**config.mk**
```make
export PLATFORM = sky130hd
export DESIGN_NAME = ccc_lock_rst_seq
export DESIGN_NICKNAME = d
export VERILOG_FILES = /design/src/rtl/ccc_lock_rst_seq.sv
export SDC_FILE = /design/constraint.sdc
export NUM_CORES = 1
export LEC_CHECK = 0
export BUFFER_PORTS_ARGS = -buffer_cell sky130_fd_sc_hd__buf_2
export CAP_MARGIN = 0
export CORE_MARGIN = 5
export CORE_UTILIZATION = 47
export DETAILED_ROUTE_END_ITERATION = 7
export GPL_TIMING_DRIVEN = 0
export SLEW_MARGIN = 10
export SYNTH_ARGS = -nofsm -noshare
export SYNTH_HDL_FRONTEND = slang
export SYNTH_SLANG_ARGS = --single-unit
```
**constraint.sdc**
```tcl
create_clock -name FAB_CLK -period 4.5 [get_ports FAB_CLK]
set_input_delay 0.675 -clock FAB_CLK [delete_from_list [all_inputs] [get_ports FAB_CLK]]
set_output_delay 0.675 -clock FAB_CLK [all_outputs]
set_load 0.05 [all_outputs]
```
**src/rtl/ccc_lock_rst_seq.sv**
```systemverilog
// Staged reset sequencer for fabric driven by the MSS CCC: qualifies PLL lock,
// releases three reset stages in order, provides a RUN-time tick and lock-loss counter.
module ccc_lock_rst_seq #(
   parameter int unsigned STABLE_CYCLES = 1024,
   parameter int unsigned STAGE_GAP     = 16,
   parameter int unsigned TICK_DIV      = 100
) (
   input  logic       FAB_CLK,
   input  logic       M2F_RESET_N,
   input  logic       FAB_LOCK,
   input  logic       CLR_LOSS,
   output logic       RST_N_STAGE0,
   output logic       RST_N_STAGE1,
   output logic       RST_N_STAGE2,
   output logic       LOCK_OK,
   output logic       TICK,
   output logic [7:0] LOSS_COUNT
);

   localparam logic [15:0] STABLE_LAST = 16'(STABLE_CYCLES - 1);
   localparam logic [15:0] GAP_LAST    = 16'(STAGE_GAP - 1);
   localparam logic [15:0] TICK_LAST   = 16'(TICK_DIV - 1);

   typedef enum logic [2:0] {
      WAIT_LOCK,
      STABILIZE,
      REL0,
      REL1,
      RUN
   } state_t;

   state_t      state_q, state_d;
   logic [15:0] cnt_q, cnt_d;
   logic [15:0] div_q, div_d;
   logic        lock_m_q, lock_s_q;
   logic        tick_q, tick_d;
   logic        rst0_q, rst0_d;
   logic        rst1_q, rst1_d;
   logic        rst2_q, rst2_d;
   logic        ok_q, ok_d;
   logic [7:0]  loss_q, loss_d;
   logic        loss_ev;

   always_comb begin
      state_d = state_q;
      cnt_d   = cnt_q;
      loss_ev = 1'b0;

      case (state_q)
         WAIT_LOCK: begin
            if (lock_s_q) begin
               state_d = STABILIZE;
               cnt_d   = '0;
            end
         end
         STABILIZE: begin
            if (cnt_q == STABLE_LAST) begin
               state_d = REL0;
               cnt_d   = '0;
            end else begin
               cnt_d = cnt_q + 16'd1;
            end
         end
         REL0: begin
            if (cnt_q == GAP_LAST) begin
               state_d = REL1;
               cnt_d   = '0;
            end else begin
               cnt_d = cnt_q + 16'd1;
            end
         end
         REL1: begin
            if (cnt_q == GAP_LAST) begin
               state_d = RUN;
               cnt_d   = '0;
            end else begin
               cnt_d = cnt_q + 16'd1;
            end
         end
         RUN: begin
            cnt_d = '0;
         end
         default: begin
            state_d = WAIT_LOCK;
            cnt_d   = '0;
         end
      endcase

      // Lock loss overrides every transition above, including stage releases.
      if ((state_q != WAIT_LOCK) && !lock_s_q) begin
         state_d = WAIT_LOCK;
         cnt_d   = '0;
         loss_ev = 1'b1;
      end

      div_d  = '0;
      tick_d = 1'b0;
      if ((state_q == RUN) && (state_d == RUN)) begin
         if (div_q == TICK_LAST) begin
            tick_d = 1'b1;
         end else begin
            div_d = div_q + 16'd1;
         end
      end

      rst0_d = (state_d == REL0) || (state_d == REL1) || (state_d == RUN);
      rst1_d = (state_d == REL1) || (state_d == RUN);
      rst2_d = (state_d == RUN);
      ok_d   = (state_d == RUN);

      if (CLR_LOSS) begin
         loss_d = {7'd0, loss_ev};
      end else if (loss_ev && (loss_q != 8'hFF)) begin
         loss_d = loss_q + 8'd1;
      end else begin
         loss_d = loss_q;
      end
   end

   always_ff @(posedge FAB_CLK) begin
      if (!M2F_RESET_N) begin
         lock_m_q <= 1'b0;
         lock_s_q <= 1'b0;
         state_q  <= WAIT_LOCK;
         cnt_q    <= '0;
         div_q    <= '0;
         tick_q   <= 1'b0;
         rst0_q   <= 1'b0;
         rst1_q   <= 1'b0;
         rst2_q   <= 1'b0;
         ok_q     <= 1'b0;
         loss_q   <= '0;
      end else begin
         lock_m_q <= FAB_LOCK;
         lock_s_q <= lock_m_q;
         state_q  <= state_d;
         cnt_q    <= cnt_d;
         div_q    <= div_d;
         tick_q   <= tick_d;
         rst0_q   <= rst0_d;
         rst1_q   <= rst1_d;
         rst2_q   <= rst2_d;
         ok_q     <= ok_d;
         loss_q   <= loss_d;
      end
   end

   assign RST_N_STAGE0 = rst0_q;
   assign RST_N_STAGE1 = rst1_q;
   assign RST_N_STAGE2 = rst2_q;
   assign LOCK_OK      = ok_q;
   assign TICK         = tick_q;
   assign LOSS_COUNT   = loss_q;

endmodule

```
=== Word-level counts from Yosys, hierarchy flattened ===
Index checks and enable logic that the tools add are counted.

* Register bits after elaboration: 49
* Bits of input ports: 4
* Output and inout bits: 13
* Word-level logic and storage cells: 57

* $add $sub $neg: 3
* Equal/unequal tests: 12
* Mux-type cells: 14
* Bitwise logic cells: 2
* Reduce and logical (&&, ||, !) cells: 15

{| class="wikitable"
|+ Operators by type and width
! kind !! number
|-
| $mux 16 || 3
|-
| $pmux 16 s3 || 1
|-
| $add 16x1->16 const B || 2
|-
| $eq 16x10->1 const B || 1
|-
| $eq 16x4->1 const B || 1
|-
| $eq 16x7->1 const B || 1
|-
| $mux 3 || 5
|-
| $pmux 3 s5 || 1
|-
| $eq 3x2->1 const B || 4
|-
| $add 8x1->8 const B || 1
|-
| $ne 8x8->1 const B || 1
|-
| $eq 3x3->1 const B || 2
|-
| $reduce_or 2->1 || 3
|-
| $mux 1 || 4
|-
| $eq 3x1->1 const B || 1
|-
| $logic_and 1x1->1 || 3
|-
| $logic_not 3->1 || 1
|-
| $logic_or 1x1->1 || 3
|-
| $reduce_bool 3->1 || 1
|-
| $reduce_or 3->1 || 1
|-
| $ne 2x2->1 const B || 1
|-
| $not 1->1 || 2
|-
| $reduce_and 2->1 || 1
|-
| $reduce_bool 2->1 || 1
|-
| $logic_not 1->1 || 1
|}

=== Logic depth before layout (Yosys ltp) ===
* Depth in word-level cells: 8
* Mapped depth: 7
* Mapped depth without buffers: 6

=== Worst setup path after synthesis ===
No wires, ideal clock.

* Path type: register -> register
* Start: reg loss_q[0] (netlist: LOSS_COUNT[0])
* End: reg loss_q[3] (netlist: LOSS_COUNT[3])
* Library setup time: 0.070 ns
* Arrival: 1.877 ns
* Setup slack: 2.552 ns
* Stages on the path, launching flop included: 6
* Buffers on the path: 0
* Cell sequence: dfxtp_1 > ha_1 > and3_1 > a311o_1 > or3_1 > a21oi_1

* Word-level cells in the longest chain between the ends: 2
* Elaborated cells between the ends (all ways): 3
* Classes of those cells: 1 x add/sub; 1 x eq/ne; 1 x reduce/logical

{| class="wikitable"
|+ Ends and longest elaborated chain
! item !! RTL line !! RTL
|-
| start, declared || 41 || <nowiki>logic [7:0] loss_q, loss_d;</nowiki>
|-
| start signal, assigned || 144 || <nowiki>loss_q <= loss_d;</nowiki>
|-
| branches (longest 2 deep; another with $add 8x1->8) || - ||
|}

Several ways; the timed one is not identified.
A chain may end at the register's enable or synchronous reset.

=== Worst setup path after layout ===
* Start: reg div_q[12]
* End: reg div_q[5]

* Word-level cells in the longest chain between the ends: 2

{| class="wikitable"
|+ Ends and longest elaborated chain
! item !! RTL line !! RTL
|-
| start, declared || 34 || <nowiki>logic [15:0] div_q, div_d;</nowiki>
|-
| start signal, assigned || 138 || <nowiki>div_q <= div_d;</nowiki>
|-
| $eq 16x7->1 || 99 || <nowiki>if (div_q == TICK_LAST) begin</nowiki>
|-
| $reduce_or 3->1 (no source line) || - ||
|}

Every way passes these cells.

==> results.cfg <==
[run_status]
status = finished, final reports clean

[clock_network]
clock_tree_from_tritoncts = built
cts_sinks = 49
cts_hold_buf = 0
cts-root-to-sink-buffers = 2
clk_root_buffer_cell = sky130_fd_sc_hd__clkbuf_8
clk_transition_reported_paths_ns = 0.09
cts-buffers-inserted = 5
clock_network_latency_to_the_later_pin_of_the_worst_skew_pair_ns = 0.29
cts.repair.resized = 0
htreeDepth = 2
postCtsSetupRepairBufs = 0

[pwr]
power.density_cell_area_mw_per_mm2 = 271
irDropWorstVdd_mv = 0.243
netSwitchingPower_w = 0.000157
seqPwrFrac_pct = 61.3
switching_power_share_of_the_total_pct = 22.2
cellLeakagePower_nw = 0.917
intPower_w = 0.000551
p_comb_share_pct = 2.8
clock_power_share_pct = 35.9

[critical_path]
worstPathCellList = or4_1, nor4_1, nand4_1, nand3_1, clkbuf_1, nor2_1
critical_path_class = flop to flop
cp-startpoint = div_q[12]$_SDFF_PP0_
crit_path_max_fanout = 10
critical-path-max-stage-delay_ns = 0.53
critPathBufInv = 1
setup.worst_path.end_class = flop
regToRegEndpoint = div_q[5]$_SDFF_PP0_
worst_r2r_startpoint = div_q[12]$_SDFF_PP0_
critical_path_arrival_ns = 2.33
timing.reg2reg.setup_slack_ns = 2.34
slowest_cp_cell = sky130_fd_sc_hd__or4_1
critical_path_cell_count = 6
worst-endpoint-required_ns = 4.67
critPathLaunchType = flop
critical-path-top-delay-family = simple AND/OR/NAND/NOR gates
ff2ff_path_depth = 6
crit_end = div_q[5]$_SDFF_PP0_

[sta]
min_period_ns = 2.16
setup-violations-final = 0
rsz0062_at_grt = no
achievable-frequency_ghz = 0.463
final_hold_viol_count = 0
finClkSkew_ns = 0.00655
maxSlewHeadroom_pct = 45.3
report.final.slew_viol_count = 0
tns_ns = 0
tightest_slew_ns = 0.814
timing.final.crit_share_pct = 48.0

[synthesis]
synthesis.nets = 295
synth-simple-area-share_pct = 31.2
postSynthRegisterBits = 49
yosysSeqAreaShare_pct = 41.4
synthesis.yosys.warnings = 0
synthArstFlopShare_pct = 0
synth-xor-area-share_pct = 6.66
post_synth_mux_area_share_pct = 0.846
synthCells = 288
synth_enable_flop_cells = 0
synthesis.area_per_instance_sq_um = 8.22
synth_top_family_by_area = simple AND/OR/NAND/NOR gates
post_synth_instance_area_sq_mm = 0.00237
synth_ff_type = sky130_fd_sc_hd__dfxtp_1
synth.lib_cells_used.distinct = 45
synth-adder-area-share_pct = 1.59
synth_compound_area_share_pct = 14.6

[finish]
mostFrequentLayoutCells = 49 x sky130_fd_sc_hd__dfxtp_1, 43 x sky130_fd_sc_hd__nor2_1, 21 x sky130_fd_sc_hd__nand2_1
final_core_utilization_pct = 54.3
layout.filler_cells = 495
n_antenna_cell = 0
final_common_cell = sky130_fd_sc_hd__dfxtp_1
design.final.nets = 318
multiInputGateArea_sq_mm = 0.00130
areaGrowthSynthToFinish_pct = 10.5
register_area_sq_um = 981
final_layout_size_suffix_gt1_share_pct = 9.94

[die]
die_span_y_um = 81.0
design.portCount = 17
std_cell_rows = 25
die_width_um = 81.0
design.core.area_sq_mm = 0.00482
fp.dieArea_sq_mm = 0.00656
initial_utilization_pct = 49.1

[place]
dp_hpwl_um = 3640
routabilityCongestion = 0.778
port_buffers = 16

[route]
routed-via-count = 2135
avgRoutedWirePerCell_um = 13.3
drt_drc_violations_left = 0
initialDrtViolationCount = 124
routed_wl_um = 5060
firstDrtPassIters = 4
drt.antenna.violating_nets = 0
vias_per_cell = 5.63

[grt]
via_count_of_the_first_global_routing_pass = 1988
final_global_route_overflow_total = 0
grt_max_degree = 15
grt_antenna_before_repair = 0
grt_pass1_wl_um = 9090
grt_util_all_layers_pct = 17.3

[run]
max_cap_viol_count = 0

[worst_hold_path]
holdCritPathClass = flop to flop
hp-start = lock_m_q$_SDFF_PN0_
==> layout make-up <==
cell class	instances	share of cell area, %
Tap cell	67	3.21
Timing Repair Buffer	16	3.06
Multi-Input combinational cell	217	49.7
Sequential cell	49	37.5
Clock inverter	1	0.287
Inverter	9	1.29
Clock buffer	7	2.92
Buffer	13	2.06
==> kinds of logic after synthesis <==
kind of cell | count (synthesis)
AOI/OAI and AO/OA | 51
xor gates and xnor gates | 18
adders and majority gates | 3
buffers and inverters | 22
DFF | 49
muxes | 2
and+or+nand+nor | 143
==> synthesized netlist by cell type (2+ instances only) <==
| library cell | instances | area (sq um) |
|---|---|---|
| sky130_fd_sc_hd__a21oi_1 | 11 | 55.1 |
| sky130_fd_sc_hd__a31oi_1 | 10 | 62.6 |
| sky130_fd_sc_hd__a41oi_1 | 5 | 43.8 |
| sky130_fd_sc_hd__and2_1 | 5 | 31.3 |
| sky130_fd_sc_hd__and3_1 | 6 | 37.5 |
| sky130_fd_sc_hd__and4_1 | 5 | 43.8 |
| sky130_fd_sc_hd__clkbuf_1 | 11 | 41.3 |
| sky130_fd_sc_hd__dfxtp_1 | 49 | 981 |
| sky130_fd_sc_hd__ha_1 | 3 | 37.5 |
| sky130_fd_sc_hd__inv_1 | 9 | 33.8 |
| sky130_fd_sc_hd__mux2i_1 | 2 | 20.0 |
| sky130_fd_sc_hd__nand2_1 | 21 | 78.8 |
| sky130_fd_sc_hd__nand2b_1 | 2 | 12.5 |
| sky130_fd_sc_hd__nand3_1 | 20 | 100 |
| sky130_fd_sc_hd__nand3b_1 | 4 | 30.0 |
| sky130_fd_sc_hd__nand4_1 | 14 | 87.6 |
| sky130_fd_sc_hd__nor2_1 | 43 | 161 |
| sky130_fd_sc_hd__nor3_1 | 9 | 45.0 |
| sky130_fd_sc_hd__nor4_1 | 5 | 31.3 |
| sky130_fd_sc_hd__o21a_1 | 2 | 15.0 |
| sky130_fd_sc_hd__o21ai_0 | 10 | 50.1 |
| sky130_fd_sc_hd__o22ai_1 | 2 | 12.5 |
| sky130_fd_sc_hd__or4_4 | 2 | 22.5 |
| sky130_fd_sc_hd__xnor2_1 | 12 | 105 |
| sky130_fd_sc_hd__xor2_1 | 6 | 52.6 |
==> power groups by stage <==
stage / Clock (W) / Sequential, W / Combinational (W)
after floorplan: 0 / 0.000445 / 0.0000137
after global placement: 0 / 0.000445 / 0.0000204
after detailed placement: 0 / 0.000445 / 0.0000201
after CTS: 0.000262 / 0.000435 / 0.0000202
after global routing: 0.000283 / 0.000435 / 0.0000226
final: 0.000254 / 0.000434 / 0.0000201
==> layer usage <==
metal  GRT usage, %  wire length [um]
met1           23.1              2500
met2           28.1              2330
met3           2.77               182
met4           6.59                47
met5              0                 0
==> state kept, by name, summed over array words and instances, names as in the netlist <==
name and count:
state_q 3, lock_m_q 1, lock_s_q 1, div_q 16, LOSS_COUNT 8, RST_N_STAGE0 1
RST_N_STAGE1 1, cnt_q 16, TICK 1, LOCK_OK 1
==> worst min-delay path by stage <==
stage,depth (start not counted),endpoint
floorplan,1,lock_s_q$_SDFF_PN0_
global placement,1,lock_s_q$_SDFF_PN0_
detailed placement,1,lock_s_q$_SDFF_PN0_
CTS,1,lock_s_q$_SDFF_PN0_
global route,1,lock_s_q$_SDFF_PN0_
finish,1,lock_s_q$_SDFF_PN0_
==> stage by stage <==
step | area [sq um] | std cells | setup slack, ns | hold WS, ns | total power (W)
after floorplan | 2370 | 288 | 2.55 | 0.412 | 0.000458
after global placement | 2530 | 371 | 2.31 | 0.418 | 0.000465
after detailed placement | 2530 | 371 | 2.33 | 0.421 | 0.000465
after CTS | 2620 | 379 | 2.30 | 0.441 | 0.000717
after global routing | 2620 | 379 | 2.06 | 0.456 | 0.000740
final | 2620 | 379 | 2.34 | 0.434 | 0.000709
(Power assumes the default switching activity.)
